==> src/rtl/frame_buffer_arbiter.sv <==
// Single-port pixel buffer arbiter: frame-valid lock between one writer and one reader,
// with a read-latency pipeline that delivers an aligned rd_valid strobe.
module frame_buffer_arbiter #(
    parameter int ADDR_W = 8,
    parameter int DATA_W = 8,
    parameter int DEPTH  = 192,
    parameter int RD_LAT = 2
) (
    input  logic              clk,
    input  logic              reset,
    input  logic              wr_req,
    output logic              wr_gnt,
    input  logic              wr_en,
    input  logic [ADDR_W-1:0] wr_addr,
    input  logic [DATA_W-1:0] wr_data,
    input  logic              wr_done,
    input  logic              rd_req,
    output logic              rd_gnt,
    input  logic              rd_en,
    input  logic [ADDR_W-1:0] rd_addr,
    output logic              rd_valid,
    input  logic              rd_done,
    output logic              mem_en,
    output logic              mem_we,
    output logic [ADDR_W-1:0] mem_addr,
    output logic [DATA_W-1:0] mem_din,
    output logic              frame_valid,
    output logic              busy,
    output logic              addr_err
);

    typedef enum logic [1:0] {IDLE, WR_OWN, RD_OWN, RD_DRAIN} state_t;

    localparam int                CNT_W      = (RD_LAT > 1) ? $clog2(RD_LAT) : 1;
    localparam logic [CNT_W-1:0]  DRAIN_LAST = CNT_W'(RD_LAT - 1);
    localparam logic [ADDR_W:0]   DEPTH_C    = (ADDR_W + 1)'(DEPTH);

    state_t              state_q, state_d;
    logic                wr_gnt_q, wr_gnt_d;
    logic                rd_gnt_q, rd_gnt_d;
    logic                frame_valid_q, frame_valid_d;
    logic                addr_err_q, addr_err_d;
    logic [CNT_W-1:0]    drain_cnt_q, drain_cnt_d;
    logic [RD_LAT-1:0]   rd_pipe_q, rd_pipe_d;

    logic wr_legal, rd_legal, wr_strobe, rd_strobe;

    assign wr_legal  = ({1'b0, wr_addr} < DEPTH_C);
    assign rd_legal  = ({1'b0, rd_addr} < DEPTH_C);
    assign wr_strobe = wr_en & wr_gnt_q;
    assign rd_strobe = rd_en & rd_gnt_q;

    always_ff @(posedge clk or negedge reset) begin
        if (!reset) begin
            state_q       <= IDLE;
            wr_gnt_q      <= 1'b0;
            rd_gnt_q      <= 1'b0;
            frame_valid_q <= 1'b0;
            addr_err_q    <= 1'b0;
            drain_cnt_q   <= '0;
            rd_pipe_q     <= '0;
        end else begin
            state_q       <= state_d;
            wr_gnt_q      <= wr_gnt_d;
            rd_gnt_q      <= rd_gnt_d;
            frame_valid_q <= frame_valid_d;
            addr_err_q    <= addr_err_d;
            drain_cnt_q   <= drain_cnt_d;
            rd_pipe_q     <= rd_pipe_d;
        end
    end

    always_comb begin
        state_d       = state_q;
        frame_valid_d = frame_valid_q;
        drain_cnt_d   = drain_cnt_q;
        case (state_q)
            IDLE: begin
                // frame_valid makes at most one requester eligible, so no tie-break is needed
                if (wr_req && !frame_valid_q) begin
                    state_d = WR_OWN;
                end else if (rd_req && frame_valid_q) begin
                    state_d = RD_OWN;
                end
            end
            WR_OWN: begin
                if (wr_done) begin
                    state_d       = IDLE;
                    frame_valid_d = 1'b1;
                end
            end
            RD_OWN: begin
                if (rd_done) begin
                    state_d     = RD_DRAIN;
                    drain_cnt_d = '0;
                end
            end
            RD_DRAIN: begin
                if (drain_cnt_q == DRAIN_LAST) begin
                    state_d       = IDLE;
                    frame_valid_d = 1'b0;
                    drain_cnt_d   = '0;
                end else begin
                    drain_cnt_d = drain_cnt_q + 1'b1;
                end
            end
            default: state_d = IDLE;
        endcase

        // Grants are registered copies of the next state, so they track *_OWN exactly.
        wr_gnt_d   = (state_d == WR_OWN);
        rd_gnt_d   = (state_d == RD_OWN);
        addr_err_d = addr_err_q | (wr_strobe & ~wr_legal) | (rd_strobe & ~rd_legal);

        rd_pipe_d    = '0;
        rd_pipe_d[0] = rd_strobe & rd_legal;
        for (int unsigned i = 1; i < RD_LAT; i++) begin
            rd_pipe_d[i] = rd_pipe_q[i-1];
        end
    end

    always_comb begin
        mem_en   = 1'b0;
        mem_we   = 1'b0;
        mem_addr = '0;
        mem_din  = '0;
        case (state_q)
            WR_OWN: begin
                mem_en   = wr_en & wr_legal;
                mem_we   = wr_en & wr_legal;
                mem_addr = wr_addr;
                mem_din  = wr_data;
            end
            RD_OWN: begin
                mem_en   = rd_en & rd_legal;
                mem_addr = rd_addr;
            end
            default: ;
        endcase
    end

    assign wr_gnt      = wr_gnt_q;
    assign rd_gnt      = rd_gnt_q;
    assign rd_valid    = rd_pipe_q[RD_LAT-1];
    assign frame_valid = frame_valid_q;
    assign busy        = (state_q != IDLE);
    assign addr_err    = addr_err_q;

endmodule

==> config.mk <==
export PLATFORM = sky130hd
export DESIGN_NAME = frame_buffer_arbiter
export DESIGN_NICKNAME = d
export VERILOG_FILES = /design/src/rtl/frame_buffer_arbiter.sv
export SDC_FILE = /design/constraint.sdc
export NUM_CORES = 1
export LEC_CHECK = 0
export BUFFER_PORTS_ARGS = -buffer_cell sky130_fd_sc_hd__buf_2
export CAP_MARGIN = 0
export CELL_PAD_IN_SITES_DETAIL_PLACEMENT = 0
export CELL_PAD_IN_SITES_GLOBAL_PLACEMENT = 1
export CORE_AREA = 2 2 58 60
export DETAILED_ROUTE_END_ITERATION = 6
export DIE_AREA = 0 0 60 62
export GPL_ROUTABILITY_DRIVEN = 0
export HOLD_SLACK_MARGIN = 0.15
export PLACE_DENSITY_LB_ADDON = 0.1
export SLEW_MARGIN = 20
export SYNTH_ARGS = -nofsm -noshare
export SYNTH_HDL_FRONTEND = slang
export SYNTH_SLANG_ARGS = --single-unit
==> constraint.sdc <==
create_clock -name clk -period 1.5 [get_ports clk]
set_input_delay 0 -clock clk [delete_from_list [all_inputs] [get_ports clk]]
set_output_delay 0 -clock clk [all_outputs]
set_load 0.05 [all_outputs]
-- Word level (Yosys, flattened, before mapping)
Cells that the tools add are included.
- flip-flop bits (word level): 9
- bits in latches: 0
- memory bits (writable): 0
- memory bits (read-only): 0
- input bits: 32
- word-level logic and storage cells: 54
- memories kept: 0
- add/subtract/negate cells: 1
- multiply operators: 0
- div/mod/pow operators: 0
- $lt $le $gt $ge: 2
- eq/ne operators: 8
- shift-type cells: 0
- mux-type cells: 16
- bitwise operators: 11
- reductions and logical operators: 9
- operators with widths (cell ; number):
    less-than comparator 8 bit, second input constant ; 2
    case mux 8 bit (2 select lines) ; 1
    two-way mux 2 bit ; 5
    two-way mux 8 bit ; 1
    case mux 2 bit (4 select lines) ; 1
    bitwise AND 1 bit ; 7
    == test 2 bit, second input constant ; 3
    inequality test 2 bit, second input constant ; 3
    case mux 1 bit (2 select lines) ; 3
    nonzero test 2 bit ; 3
    two-way mux 1 bit ; 5
    == test 2 x 1 -> 1 bit, second input constant ; 2
    AND reduction 3 bit ; 1
    logical AND 1 bit ; 2
    logical NOT 2 bit ; 1
    NOT 1 bit ; 2
    bitwise OR 1 bit ; 2
    AND reduction 2 bit ; 1
    adder 1 bit, second input constant ; 1
    logical NOT 1 bit ; 1

-- Depth between registers and ports, before layout
- depth after elaboration: 5
- gate-level depth with buffers: 7
- gate-level depth less buffers: 6

-- Worst setup path before layout
No wires, ideal clock.
- kind: register to output
- start point: register state_q[1]
- end point: output port mem_en
- data arrival time: 2.448 ns
- slack: -0.948 ns
- cell stages (with the launch flop): 8
- cell sequence: dfrtp_1 inv_1 ha_1 buf_6 nand2_1 a21oi_1 a31oi_1 nor2b_1
- longest elaborated chain between the ends: 2
- elaborated cells between the ends (all ways): 3
- RTL lines (element ; line ; source):
    from (decl) ; 38 ; state_t state_q, state_d;
    from (signal assigned) ; 63 ; state_q <= state_d;
    == test 2 bit / == test 2 x 1 -> 1 bit (equally long branches) ; 127 ; case (state_q)
    case mux 1 bit (2 select lines) (*) ; 127 ;
    to (decl) ; 23 ; output logic mem_en,
Every way passes the cells marked *; elsewhere a longest branch is shown, timed or not.

-- Worst setup path in the final report
- start point: register state_q[1]
- end point: output port mem_addr[7]
- longest elaborated chain between the ends: 2
- elaborated cells between the ends (all ways): 3
- RTL lines (element ; line ; source):
    == test 2 bit / == test 2 x 1 -> 1 bit (equally long branches) ; 127 ;
    case mux 8 bit (2 select lines) (*) ; 127 ;
    to (decl) ; 25 ; output logic [ADDR_W-1:0] mem_addr,
Marks and branches as above.

==> Flow_metrics.wiki <==
{| class="wikitable"
! Metric !! Value
|-
| Number of standard cells after synthesis || 78
|-
| Tmin final || 1540 ps
|-
| Clock latency of the later-clocked register in the worst-skew pair || 270 ps
|-
| Count of buffering cells on the critical path with inverters included || 3
|-
| Portion of synthesized cell area occupied by the leading cell type || 0.329
|-
| Post-synthesis sequential area ratio || 0.329
|-
| Worst setup margin || -40.7 ps
|-
| CP endpoint kind || output port
|-
| Parity-gate share of the synthesized area counting xor and xnor cells || 0.0128
|-
| Number of nets with antenna violations after detailed routing || 0
|-
| Largest driver fanout on the critical path || 9
|-
| Post-Synthesis Cell Area || 684 um^2
|-
| Horizontal extent of the die || 60 um
|-
| Total stage count of the critical path || 5
|-
| Cell types occupying the most area after synthesis || sky130_fd_sc_hd__dfrtp_1 (33%), sky130_fd_sc_hd__nor2b_1 (11%), sky130_fd_sc_hd__ha_1 (9.1%), sky130_fd_sc_hd__a22oi_1 (8.8%), sky130_fd_sc_hd__and2_1 (7.3%)
|-
| CTS Sinks || 9
|-
| Leading area contributor after synthesis || sky130_fd_sc_hd__dfrtp_1
|-
| Clk slew on worst S/H paths || 70 ps
|-
| Critical path data required time || 1500 ps
|-
| Yosys synthesis warning count || 0
|-
| Critical path cell sequence || inv_2 > buf_4 > ha_4 > nor2b_2 > buf_6
|-
| Seq cells post-synth || 9
|-
| Failing checks || negative setup slack
|-
| DP HPWL || 1630 um
|-
| Worst min path class || input port to register
|-
| Layout Nets || around 190
|-
| Final Cycle Share || 1.03
|-
| Count of antenna diodes in the layout || 0
|-
| Core Footprint || 3180 um^2
|-
| Critical path class || register to output port
|-
| Max frequency || 649 MHz
|-
| Mux share of post-synthesis cell area || 0
|-
| Number of detailed-route iterations in the first pass || 4
|-
| Number of max-slew violations in the final report || 0
|-
| Static power due to leakage || 0.000662 uW
|-
| Worst path top cell family by delay || buffers and inverters
|-
| Transition time of the tightest slew-check pin || 405 ps
|-
| I/O pin total || 56
|-
| Fin Clk Skew || between 9 and 10 ps
|-
| Critical path capture point || mem_addr[7]
|-
| Tightest slew margin relative to the limit || 0.729
|-
| RSZ-0062 raised after global routing || true
|-
| Total CTS buffers || 3
|-
| Starting Density || 0.215
|-
| Vias/cell || 4.21
|-
| Final-layout fill cell count || approximately 310
|-
| Overall power after layout || 3060 uW
|-
| MaxCap Viol Count || 0
|-
| Number of global-route vias before repair || 768
|-
| Worst supply voltage drop on vdd || 778 uV
|-
| Clock tree root driver cell || sky130_fd_sc_hd__clkbuf_4
|-
| Startpoint of the worst-slack reg-to-reg timing path || state_q[1]$_DFF_PN0_
|-
| Number of DRC violations after detailed routing || 0
|-
| Finish-stage setup viols || 9
|-
| Antenna violations before repair || 0
|-
| Routed vias || 837
|-
| Share of post-route cells with drive strength above 1 || 0.660
|-
| Fraction of the mapped netlist area in adder cells || 0.0914
|-
| Quantity of I/O buffers inserted on ports || between 50 and 60
|-
| Grt total ovfl || 0
|-
| Largest net degree at the start of global routing || 16
|-
| Number of failing hold endpoints at the final stage || 0
|-
| End of the worst register-to-register path || rd_gnt$_DFF_PN0_
|-
| CTS tree || built
|-
| Nets in the synthesized netlist || 115
|-
| Area fraction in compound gates after synthesis || 0.229
|-
| Outcome || finished, violations left
|-
| Mean Syn Cell Area || 8.77 um^2
|-
| Number of distinct standard cells referenced by the synthesized netlist || 24
|-
| Number of DRC markers after the initial detailed-route iteration || 16
|-
| PwrDens || 2110 nW/um^2
|-
| Number of core rows || 21
|-
| Average wire per standard cell || 11.5 um
|-
| Y dimension of the die || around 62 um
|-
| Wire length of the first global-routing pass || 3480 um
|-
| Combinational family with the most area after synthesis || simple AND/OR/NAND/NOR gates
|-
| Number of buffers on the longest clock path || 2
|-
| CTS H-tree depth || 1
|-
| Setup WS pre-CTS || 5.22 ps
|-
| Aggregate routed wire length || between 2000 and 2500 um
|-
| CP max stage delay || 390 ps
|-
| Register-to-Register Setup Slack || 60 ps
|-
| Post-Synth Simple-Gate Area || 0.285
|-
| Total global-route track usage || 0.125
|-
| FF-to-FF path depth || 5
|-
| Total die area || 3720 um^2
|-
| Launching element of the worst setup path || state_q[1]$_DFF_PN0_
|-
| Crit start category || register
|-
| Setup TNS || -138 ps
|-
| Cell at the slowest stage of the critical path || sky130_fd_sc_hd__dfrtp_1
|-
| Arrival time worst endpoint || 1540 ps
|-
| Signed area change from the synthesized netlist to the final layout || 112%
|}
synthesized netlist by cell type:
master,instances
sky130_fd_sc_hd__a211oi_1,1
sky130_fd_sc_hd__a21oi_1,4
sky130_fd_sc_hd__a22o_1,1
sky130_fd_sc_hd__a22oi_1,8
sky130_fd_sc_hd__a22oi_2,1
sky130_fd_sc_hd__a31oi_1,1
sky130_fd_sc_hd__a41oi_1,1
sky130_fd_sc_hd__and2_1,8
sky130_fd_sc_hd__and3_1,2
sky130_fd_sc_hd__buf_2,2
sky130_fd_sc_hd__buf_6,1
sky130_fd_sc_hd__dfrtp_1,9
sky130_fd_sc_hd__ha_1,5
sky130_fd_sc_hd__inv_1,4
sky130_fd_sc_hd__nand2_1,6
sky130_fd_sc_hd__nand4_1,1
sky130_fd_sc_hd__nor2_1,4
sky130_fd_sc_hd__nor2b_1,12
sky130_fd_sc_hd__nor2b_4,1
sky130_fd_sc_hd__o21ai_0,2
sky130_fd_sc_hd__o21ai_2,1
sky130_fd_sc_hd__o22ai_1,1
sky130_fd_sc_hd__o31ai_1,1
sky130_fd_sc_hd__xnor2_1,1
area by class of cell:
cell class	instances	area (um^2)	share of cell area
clock buffer	4	26.3	0.0181
inverter	4	17.5	0.0121
tap	46	57.6	0.0396
timing repair buffer	74	546	0.376
sequential	9	226	0.156
multi-input combinational	62	579	0.399
worst min-delay path, delay by kind of cell:
| family | cells | cell delay (ps) |
|---|---|---|
| simple gates | 1 | 50 |
| compound gates | 2 | 210 |
| buf+inv | 1 | 120 |
placed cells by master, fill, tap and decap left out, types with 2 or more instances in the layout:
master | netlist | final
sky130_fd_sc_hd__nor2b_1 | 12 | 2
sky130_fd_sc_hd__nor2b_2 | 0 | 8
sky130_fd_sc_hd__buf_6 | 1 | 10
sky130_fd_sc_hd__inv_1 | 4 | 2
sky130_fd_sc_hd__a22oi_2 | 1 | 9
sky130_fd_sc_hd__buf_2 | 2 | 37
sky130_fd_sc_hd__dlygate4sd3_1 | 0 | 10
sky130_fd_sc_hd__o21ai_0 | 2 | 2
sky130_fd_sc_hd__ha_4 | 0 | 3
sky130_fd_sc_hd__a21oi_1 | 4 | 3
sky130_fd_sc_hd__and2_1 | 8 | 8
sky130_fd_sc_hd__dfrtp_1 | 9 | 8
sky130_fd_sc_hd__and3_1 | 2 | 2
sky130_fd_sc_hd__buf_4 | 0 | 14
sky130_fd_sc_hd__nor2b_4 | 1 | 3
sky130_fd_sc_hd__nand2_1 | 6 | 5
sky130_fd_sc_hd__clkbuf_4 | 0 | 4
sky130_fd_sc_hd__nor2_1 | 4 | 3
kinds of logic after synthesis:
family / Yosys count
and+or+nand+nor: 34
AOI/OAI and AO/OA: 22
DFF: 9
buffers and inverters: 7
adders and majority gates: 5
xor gates and xnor gates: 1
per-stage QoR:
step	cells	hold slack, ps	utilization	cell area (um^2)
6_report	199	167	0.457	1450
5_1_grt	199	177	0.457	1450
4_1_cts	198	170	0.442	1410
3_5_place_dp	182	-138	0.344	1090
3_3_place_gp	182	-134	0.344	1090
2_1_floorplan	78	-296	-	723
worst min-delay path by stage:
| stage | startpoint | to | slack [ps] | cells past startpoint |
|---|---|---|---|---|
| 2_1_floorplan | reset | addr_err$_DFF_PN0_ | -300 | 0 |
| 3_3_place_gp | reset | rd_pipe_q[1]$_DFF_PN0_ | -130 | 1 |
| 3_5_place_dp | reset | rd_pipe_q[1]$_DFF_PN0_ | -140 | 1 |
| 4_1_cts | wr_done | state_q[1]$_DFF_PN0_ | 170 | 4 |
| 5_1_grt | wr_done | state_q[1]$_DFF_PN0_ | 180 | 4 |
| 6_report | wr_done | state_q[1]$_DFF_PN0_ | 170 | 4 |
power by group:
part	internal, uW	leakage (uW)	switching (uW)	total, uW
sequential	337	0.000108	101	438
combinational	1040	0.000539	1400	2430
clock	102	0.0000150	86.9	189
state kept, by name (all words and copies together) (netlist names):
| name | count |
|---|---|
| drain_cnt_q | 1 |
| rd_gnt | 1 |
| addr_err | 1 |
| rd_pipe_q | 2 |
| state_q | 2 |
| frame_valid | 1 |
| wr_gnt | 1 |
what timing repair did:
| item | CTS | global route |
|---|---|---|
| gates resized for setup | 44 | 18 |
| setup buffers | 2 | 1 |
| endpoints found under the hold margin | 13 | 0 |
| hold buffers | 10 | 0 |
| pin swaps | 0 | 1 |
| setup endpoints to repair | 18 | 20 |
per-layer routing:
metal | wire, um | global-route usage | share of wire
met2 | 1150 | 0.216 | 0.51
met3 | 112 | 0.0186 | 0.049
met5 | 0 | 0 | 0
met4 | 29 | 0.0635 | 0.013
met1 | 985 | 0.152 | 0.43
(Power assumes the default switching activity.)
